## src/rtl/player_motion_ctl_if.sv

```systemverilog
// rtl/player_motion_ctl_if.sv - frame control inputs and position/status outputs of one player model
interface player_motion_ctl_if;
  logic       frame_tick;
  logic       left;
  logic       right;
  logic       jump;
  logic [1:0] coll;
  logic [9:0] x_pos;
  logic [9:0] y_pos;
  logic       on_ground;
  logic       busy;
  logic       overrun;

  // game logic / platform checker side
  modport master (
    output frame_tick,
    output left,
    output right,
    output jump,
    output coll,
    input  x_pos,
    input  y_pos,
    input  on_ground,
    input  busy,
    input  overrun
  );

  // motion engine side
  modport slave (
    input  frame_tick,
    input  left,
    input  right,
    input  jump,
    input  coll,
    output x_pos,
    output y_pos,
    output on_ground,
    output busy,
    output overrun
  );
endinterface

```

## src/rtl/player_motion_ctl.sv

```systemverilog
// rtl/player_motion_ctl.sv - per-frame 1 px/cycle movement and gravity engine for one player model
// Horizontal steps first, then vertical steps, then a one-cycle mode/velocity update.
module player_motion_ctl #(
  parameter logic [9:0] X_INIT  = 10'd100,
  parameter logic [9:0] Y_INIT  = 10'd100,
  parameter int         WIDTH   = 32,
  parameter int         HEIGHT  = 48,
  parameter int         STEP_X  = 4,
  parameter int         JUMP_V0 = 12,
  parameter int         V_MAX   = 10,
  parameter int         G_DIV   = 2
) (
  input  logic                clk,
  input  logic                rst,
  player_motion_ctl_if.slave  bus
);

  localparam int V_TOP = (JUMP_V0 > V_MAX) ? JUMP_V0 : V_MAX;
  localparam int VW    = $clog2(V_TOP + 1);
  localparam int HW    = $clog2(STEP_X + 1);
  localparam int FW    = (G_DIV > 1) ? $clog2(G_DIV) : 1;

  // Rightmost legal left edge and lowest legal top edge, in 11-bit position math.
  localparam logic [10:0] X_MAX = 11'(1023 - WIDTH);
  localparam logic [10:0] Y_MAX = 11'(767 - HEIGHT);
  localparam logic [FW-1:0] F_LAST = FW'(G_DIV - 1);

  typedef enum logic [1:0] {
    S_IDLE,
    S_HSTEP,
    S_VSTEP,
    S_UPDATE
  } step_t;

  typedef enum logic [1:0] {
    M_GROUND,
    M_RISE,
    M_FALL
  } mode_t;

  typedef enum logic [1:0] {
    D_NONE,
    D_LEFT,
    D_RIGHT
  } dir_t;

  step_t         step_q, step_d;
  mode_t         mode_q, mode_d;
  dir_t          dir_q, dir_d;
  dir_t          side_blk_q, side_blk_d;
  logic [9:0]    x_q, x_d;
  logic [9:0]    y_q, y_d;
  logic [VW-1:0] vel_q, vel_d;
  logic [HW-1:0] hcnt_q, hcnt_d;
  logic [VW-1:0] vcnt_q, vcnt_d;
  logic          chk_q, chk_d;
  logic          jump_armed_q, jump_armed_d;
  logic          busy_q, busy_d;
  logic          overrun_q, overrun_d;
  logic [FW-1:0] fcnt_q, fcnt_d;

  logic [10:0]   x11;
  logic [10:0]   y11;
  logic [HW-1:0] hrem;
  logic          grav;

  assign x11 = {1'b0, x_q};
  assign y11 = {1'b0, y_q};

  // State registers; an asserted rst abandons any partial frame immediately.
  always_ff @(posedge clk or posedge rst) begin
    if (rst) begin
      step_q       <= S_IDLE;
      mode_q       <= M_FALL;
      dir_q        <= D_NONE;
      side_blk_q   <= D_NONE;
      x_q          <= X_INIT;
      y_q          <= Y_INIT;
      vel_q        <= '0;
      hcnt_q       <= '0;
      vcnt_q       <= '0;
      chk_q        <= 1'b0;
      jump_armed_q <= 1'b1;
      busy_q       <= 1'b0;
      overrun_q    <= 1'b0;
      fcnt_q       <= '0;
    end else begin
      step_q       <= step_d;
      mode_q       <= mode_d;
      dir_q        <= dir_d;
      side_blk_q   <= side_blk_d;
      x_q          <= x_d;
      y_q          <= y_d;
      vel_q        <= vel_d;
      hcnt_q       <= hcnt_d;
      vcnt_q       <= vcnt_d;
      chk_q        <= chk_d;
      jump_armed_q <= jump_armed_d;
      busy_q       <= busy_d;
      overrun_q    <= overrun_d;
      fcnt_q       <= fcnt_d;
    end
  end

  // Step sequencer and mode FSM: next state, position steps and velocity update.
  always_comb begin
    step_d       = step_q;
    mode_d       = mode_q;
    dir_d        = dir_q;
    side_blk_d   = side_blk_q;
    x_d          = x_q;
    y_d          = y_q;
    vel_d        = vel_q;
    hcnt_d       = hcnt_q;
    vcnt_d       = vcnt_q;
    chk_d        = chk_q;
    jump_armed_d = jump_armed_q;
    busy_d       = busy_q;
    overrun_d    = overrun_q;
    fcnt_d       = fcnt_q;
    hrem         = hcnt_q;
    grav         = 1'b0;

    // A tick that lands mid-frame is dropped, but remembered until reset.
    if (bus.frame_tick && busy_q) begin
      overrun_d = 1'b1;
    end

    case (step_q)
      S_IDLE: begin
        if (bus.frame_tick) begin
          if (bus.left ^ bus.right) begin
            dir_d  = bus.right ? D_RIGHT : D_LEFT;
            hcnt_d = HW'(STEP_X);
          end else begin
            dir_d  = D_NONE;
            hcnt_d = '0;
          end
          vcnt_d = (mode_q == M_GROUND) ? '0 : vel_q;
          chk_d  = 1'b0;
          busy_d = 1'b1;
          step_d = S_HSTEP;
        end
      end

      S_HSTEP: begin
        // coll now reflects the position produced by the previous step.
        if (chk_q) begin
          chk_d = 1'b0;
          if (bus.coll == 2'b11) begin
            side_blk_d = dir_q;
            hrem       = '0;
          end else begin
            side_blk_d = D_NONE;
          end
        end
        hcnt_d = hrem;
        if (hrem != '0) begin
          if (bus.coll == 2'b11 && side_blk_q == dir_q) begin
            hcnt_d = '0;
          end else if (dir_q == D_RIGHT && x11 >= X_MAX) begin
            hcnt_d = '0;
          end else if (dir_q == D_LEFT && x11 <= 11'd1) begin
            hcnt_d = '0;
          end else if (dir_q == D_RIGHT) begin
            x_d    = x_q + 10'd1;
            hcnt_d = hrem - HW'(1);
            chk_d  = 1'b1;
          end else if (dir_q == D_LEFT) begin
            x_d    = x_q - 10'd1;
            hcnt_d = hrem - HW'(1);
            chk_d  = 1'b1;
          end else begin
            hcnt_d = '0;
          end
        end
        if (hcnt_d == '0 && !chk_d) begin
          step_d = S_VSTEP;
        end
      end

      S_VSTEP: begin
        // Side contact (11) never matches the 10/01 tests, so it is ignored here.
        if (vcnt_q != '0) begin
          case (mode_q)
            M_FALL: begin
              if (bus.coll == 2'b10 || y11 == Y_MAX) begin
                mode_d = M_GROUND;
                vel_d  = '0;
                vcnt_d = '0;
              end else begin
                y_d    = y_q + 10'd1;
                vcnt_d = vcnt_q - VW'(1);
              end
            end
            M_RISE: begin
              if (bus.coll == 2'b01 || y11 == 11'd1) begin
                mode_d = M_FALL;
                vel_d  = '0;
                vcnt_d = '0;
              end else begin
                y_d    = y_q - 10'd1;
                vcnt_d = vcnt_q - VW'(1);
              end
            end
            default: begin
              vcnt_d = '0;
            end
          endcase
        end
        if (vcnt_d == '0) begin
          step_d = S_UPDATE;
        end
      end

      S_UPDATE: begin
        step_d = S_IDLE;
        busy_d = 1'b0;
        grav   = (fcnt_q == F_LAST);
        fcnt_d = grav ? '0 : fcnt_q + FW'(1);
        case (mode_q)
          M_GROUND: begin
            if (bus.coll != 2'b10 && y11 != Y_MAX) begin
              mode_d = M_FALL;
              vel_d  = '0;
            end else if (bus.jump && jump_armed_q) begin
              mode_d       = M_RISE;
              vel_d        = VW'(JUMP_V0);
              jump_armed_d = 1'b0;
            end
          end
          M_RISE: begin
            if (grav) begin
              if (vel_q <= VW'(1)) begin
                vel_d  = '0;
                mode_d = M_FALL;
              end else begin
                vel_d = vel_q - VW'(1);
              end
            end
          end
          M_FALL: begin
            if (grav && vel_q < VW'(V_MAX)) begin
              vel_d = vel_q + VW'(1);
            end
          end
          default: begin
            mode_d = M_FALL;
          end
        endcase
        // Releasing jump re-arms it, so a held button cannot chain jumps.
        if (!bus.jump) begin
          jump_armed_d = 1'b1;
        end
      end

      default: begin
        step_d = S_IDLE;
        busy_d = 1'b0;
      end
    endcase
  end

  assign bus.x_pos     = x_q;
  assign bus.y_pos     = y_q;
  assign bus.on_ground = (mode_q == M_GROUND);
  assign bus.busy      = busy_q;
  assign bus.overrun   = overrun_q;

endmodule

```

## src/flat_wrapper.sv

```systemverilog
// flat-port wrapper written by rule: the top's interface ports become plain ports
module player_motion_ctl_flat 
#(
  parameter logic [9:0] X_INIT  = 10'd100,
  parameter logic [9:0] Y_INIT  = 10'd100,
  parameter int         WIDTH   = 32,
  parameter int         HEIGHT  = 48,
  parameter int         STEP_X  = 4,
  parameter int         JUMP_V0 = 12,
  parameter int         V_MAX   = 10,
  parameter int         G_DIV   = 2
)
  (clk, rst, bus_frame_tick, bus_left, bus_right, bus_jump, bus_coll, bus_x_pos, bus_y_pos, bus_on_ground, bus_busy, bus_overrun);
  player_motion_ctl_if bus_i ();
  input  logic clk;
  input  logic rst;
  input wire logic [$bits(bus_i.frame_tick)-1:0] bus_frame_tick;
  input wire logic [$bits(bus_i.left)-1:0] bus_left;
  input wire logic [$bits(bus_i.right)-1:0] bus_right;
  input wire logic [$bits(bus_i.jump)-1:0] bus_jump;
  input wire logic [$bits(bus_i.coll)-1:0] bus_coll;
  output wire logic [$bits(bus_i.x_pos)-1:0] bus_x_pos;
  output wire logic [$bits(bus_i.y_pos)-1:0] bus_y_pos;
  output wire logic [$bits(bus_i.on_ground)-1:0] bus_on_ground;
  output wire logic [$bits(bus_i.busy)-1:0] bus_busy;
  output wire logic [$bits(bus_i.overrun)-1:0] bus_overrun;
  assign bus_i.frame_tick = bus_frame_tick;
  assign bus_i.left = bus_left;
  assign bus_i.right = bus_right;
  assign bus_i.jump = bus_jump;
  assign bus_i.coll = bus_coll;
  assign bus_x_pos = bus_i.x_pos;
  assign bus_y_pos = bus_i.y_pos;
  assign bus_on_ground = bus_i.on_ground;
  assign bus_busy = bus_i.busy;
  assign bus_overrun = bus_i.overrun;
  player_motion_ctl #(.X_INIT(X_INIT), .Y_INIT(Y_INIT), .WIDTH(WIDTH), .HEIGHT(HEIGHT), .STEP_X(STEP_X), .JUMP_V0(JUMP_V0), .V_MAX(V_MAX), .G_DIV(G_DIV)) u_core (.clk(clk), .rst(rst), .bus(bus_i));
endmodule
```

## config.mk

```make
export PLATFORM = sky130hd
export DESIGN_NAME = player_motion_ctl_flat
export DESIGN_NICKNAME = d
export VERILOG_FILES = /design/src/rtl/player_motion_ctl_if.sv /design/src/rtl/player_motion_ctl.sv /design/src/flat_wrapper.sv
export SDC_FILE = /design/constraint.sdc
export NUM_CORES = 1
export LEC_CHECK = 0
export BUFFER_PORTS_ARGS = -buffer_cell sky130_fd_sc_hd__buf_2
export CAP_MARGIN = 0
export CORE_MARGIN = 2
export CORE_UTILIZATION = 61
export CTS_BUF_LIST = sky130_fd_sc_hd__clkbuf_4
export DETAILED_ROUTE_END_ITERATION = 7
export GPL_TIMING_DRIVEN = 0
export PLACE_DENSITY = 0.79
export SKIP_LAST_GASP = 1
export SLEW_MARGIN = 20
export SYNTH_ARGS = -nofsm -noshare
export SYNTH_HDL_FRONTEND = slang
export SYNTH_SLANG_ARGS = --single-unit
export TNS_END_PERCENT = 10
```

## constraint.sdc

```tcl
create_clock -name clk -period 3.1 [get_ports clk]
set_clock_uncertainty 0.15 [all_clocks]
set_input_delay 0.93 -clock clk [delete_from_list [all_inputs] [get_ports clk]]
set_output_delay 0.93 -clock clk [all_outputs]
set_load 0.02 [all_outputs]
```

==> metrics <==
number of cells after detailed placement=428; Inserted Diodes=0; maxcap violations=0; Synth Area in Simple Gates=21.0%; total setup buffers inserted after CTS=0; clock latency on the worst-skew pair=0.36 ns; initial core utilization=64.1%; final core utilization=71.3%; CTS tree=done; Post-Syn Area=3050 sq um; global-route wire length before repair=10800 um; hold_buf cts=0; Final setup viols=0; RSZ-0062 raised after global routing=no; Remaining Overflow, GRT=0; vias in the first global route=2418; pwr dens=916 nW/um^2; Hold Crit Class=reg2reg; Crit Path Class=in2reg; GPL Wtd Cong=0.834; clock root buffer master=clkbuf_4; vias per cell=5.92; final critical-path share of the clock period=97.2%; CP cell instances=buf_2 -> nand3_2 -> nand2_1 -> ha_1 -> ha_1 -> or4_4 -> or3_4 -> buf_6 -> nor2_2 -> xor2_1; number of cells upsized or downsized after cts=0; largest net degree at the start of global routing=25; syn nets=362; reg2reg start=u_core.bus.x_pos[0]; CP Max Fanout=10; Rel. slew slack=56.1%; largest stage delay on the critical path=0.57 ns; most common cell after layout, fill and taps aside=dfrtp_1; cells after synthesis=330; Fin. Hold Viols=0; initial antenna violation count=0; Slew @ Worst Pin=0.640 ns; die extent in x=74.7 um; pre-CTS WS=-0.276 ns; RR Endpoint=u_core.bus.x_pos[6]; Slowest-stage cell, CP=or4_4; Chip Height=74.7 um; total track usage=24.7%; CTS max path bufs=2; CP bufs+invs=2; Post-Place Cell Area=3310 sq um; Async SR Flop Fraction=100%; Synth Area per Inst=9.23 sq um; crit path time final=3.01 ns; post-route ant nets=0; Post-layout nets=400; XOR/XNOR share of the synthesized area=6.90%; CP delay by family, top=simple AND/OR/NAND/NOR gates; crit start category=primary input; Slew Limit Fails=0; top_reg_cell synth=dfrtp_1; Setup crit end kind=flip-flop; Site Rows=25; DP HPWL=4680 um; CTS Buf Count=5; Final Cell Area=3390 sq um; die area=5570 sq um; fillcell total=389; drt wl/cell=14.3 um; IO Pins=31; most frequent CP cell=ha_1; Cell variety after synth=64; Worst Path Arrival=3.15 ns; final worst setup slack=0.0878 ns; Worst Hold Path EP=u_core.bus.overrun; CP required=3.24 ns; Area Growth Syn to Fin=11.4%; Synth Register Bits=44; detailed-route DRC error count=0; VDD IR-drop max=0.514 mV; 1st-pass router iterations=4; sequential share of the synthesized area=36.5%; area fraction in compound gates after synthesis=18.3%; Yosys warning count=0; largest family of logic cells by synthesized area=simple AND/OR/NAND/NOR gates; Post-synth EDFFs=0; WHS Path Cells=1; R2R depth=8; commonest non-fill, non-tap cells in the layout=dfrtp_1 (36), nand2_1 (31), buf_2 (30), inv_1 (28); via count=2580; Synth Area in Adders=9.86%; H-tree levels=2; f_max=332 MHz; Layout Cells excl Fill=436; Worst R2R Setup Slack=0.34 ns; final WL=6220 um; fraction of layout cells with a size suffix above 1=19.8%; status=finished, final reports clean; area of the core=4750 sq um; PortBufs=30; Leakage=1.53 nW; Clk pin slew, worst setup/hold paths=0.14 ns; cell count along the critical path=10; CTS sink cnt=44; Iter 0 DRT Violations=105; hold_sp=u_core.bus.overrun; setup TNS=0 ns; mux cell area share after synthesis=2.42%
metrics by stage:
| stage | hold WS (ns) | total power [W] |
|---|---|---|
| after floorplan | 0.307 | 0.00234 |
| after global placement | 0.283 | 0.00269 |
| after detailed placement | 0.298 | 0.00274 |
| after CTS | 0.331 | 0.00312 |
| after global routing | 0.345 | 0.00337 |
| final | 0.324 | 0.00311 |
worst max-delay path by stage:
stage	start	end	slack, ns
finish	bus_coll[1]	u_core.bus.x_pos[6]	0.09
global route	bus_coll[1]	u_core.bus.x_pos[8]	0.02
CTS	bus_coll[1]	u_core.bus.x_pos[6]	0.11
detailed placement	bus_coll[1]	u_core.bus.x_pos[6]	-0.28
global placement	bus_coll[1]	u_core.bus.x_pos[9]	-0.22
floorplan	bus_coll[1]	u_core.bus.x_pos[3]	0.07
cell usage after synthesis, types with 4 or more instances:
| master | count | area share [%] |
|---|---|---|
| dfrtp_1 | 36 | 30 |
| nand2_1 | 31 | 3.8 |
| inv_1 | 29 | 3.6 |
| ha_1 | 24 | 9.9 |
| o21ai_0 | 24 | 3.9 |
| nor2_1 | 18 | 2.2 |
| nor3_1 | 15 | 2.5 |
| xor2_1 | 13 | 3.7 |
| a21oi_1 | 11 | 1.8 |
| xnor2_1 | 11 | 3.2 |
| nand3_1 | 9 | 1.5 |
| dfstp_2 | 8 | 6.9 |
| clkbuf_1 | 6 | 0.74 |
| nor2_2 | 5 | 1.0 |
| a22o_1 | 4 | 1.2 |
| a31oi_1 | 4 | 0.82 |
| and3_1 | 4 | 0.82 |
| mux2i_1 | 4 | 1.3 |
| nor4_1 | 4 | 0.82 |
| or4_1 | 4 | 0.99 |
cell families (layout without fill, tap and decap cells):
| family | Yosys count | after routing |
|---|---|---|
| AOI/OAI and AO/OA | 78 | 78 |
| xor gates and xnor gates | 24 | 24 |
| adders and majority gates | 24 | 24 |
| buffers and inverters | 37 | 76 |
| DFF | 44 | 44 |
| muxes | 7 | 7 |
| and+or+nand+nor | 116 | 116 |
registers in the layout, indices dropped and copies added (netlist names):
signal	flops
u_core.chk_q	1
u_core.step_q	2
u_core.bus.y_pos	10
u_core.fcnt_q	1
u_core.bus.overrun	1
u_core.bus.x_pos	10
u_core.mode_q	2
u_core.hcnt_q	3
u_core.jump_armed_q	1
u_core.vel_q	4
u_core.bus.busy	1
u_core.vcnt_q	4
u_core.dir_q	2
u_core.side_blk_q	2
layout make-up:
type	count	area [sq um]	share of cell area, %
clock inverters	3	42.5	1.25
flip-flops and latches	44	1110	32.8
inverters	29	109	3.21
well taps	67	83.8	2.47
clock buffers	5	37.5	1.11
plain buffers	8	45.0	1.33
repair buffers	31	178	5.24
multi-input cells	249	1790	52.6
routing by layer:
metal	vias up	wire length (um)	part of all wire, %	GRT usage, %
met4	0	65	1.0	6.55
met1	1267	2830	45	31.4
met3	5	176	2.8	4.15
li1	1261	-	-	-
met2	47	3150	51	43.6
met5	-	0	0	0
power breakdown:
| group | internal, W | total [W] | switching, W |
|---|---|---|---|
| Sequential | 0.000801 | 0.00107 | 0.000273 |
| Clock | 0.000169 | 0.000366 | 0.000197 |
| Combinational | 0.000701 | 0.00167 | 0.000968 |
| Total | 0.00167 | 0.00311 | 0.00144 |
Power figures use the tool's default switching activity.
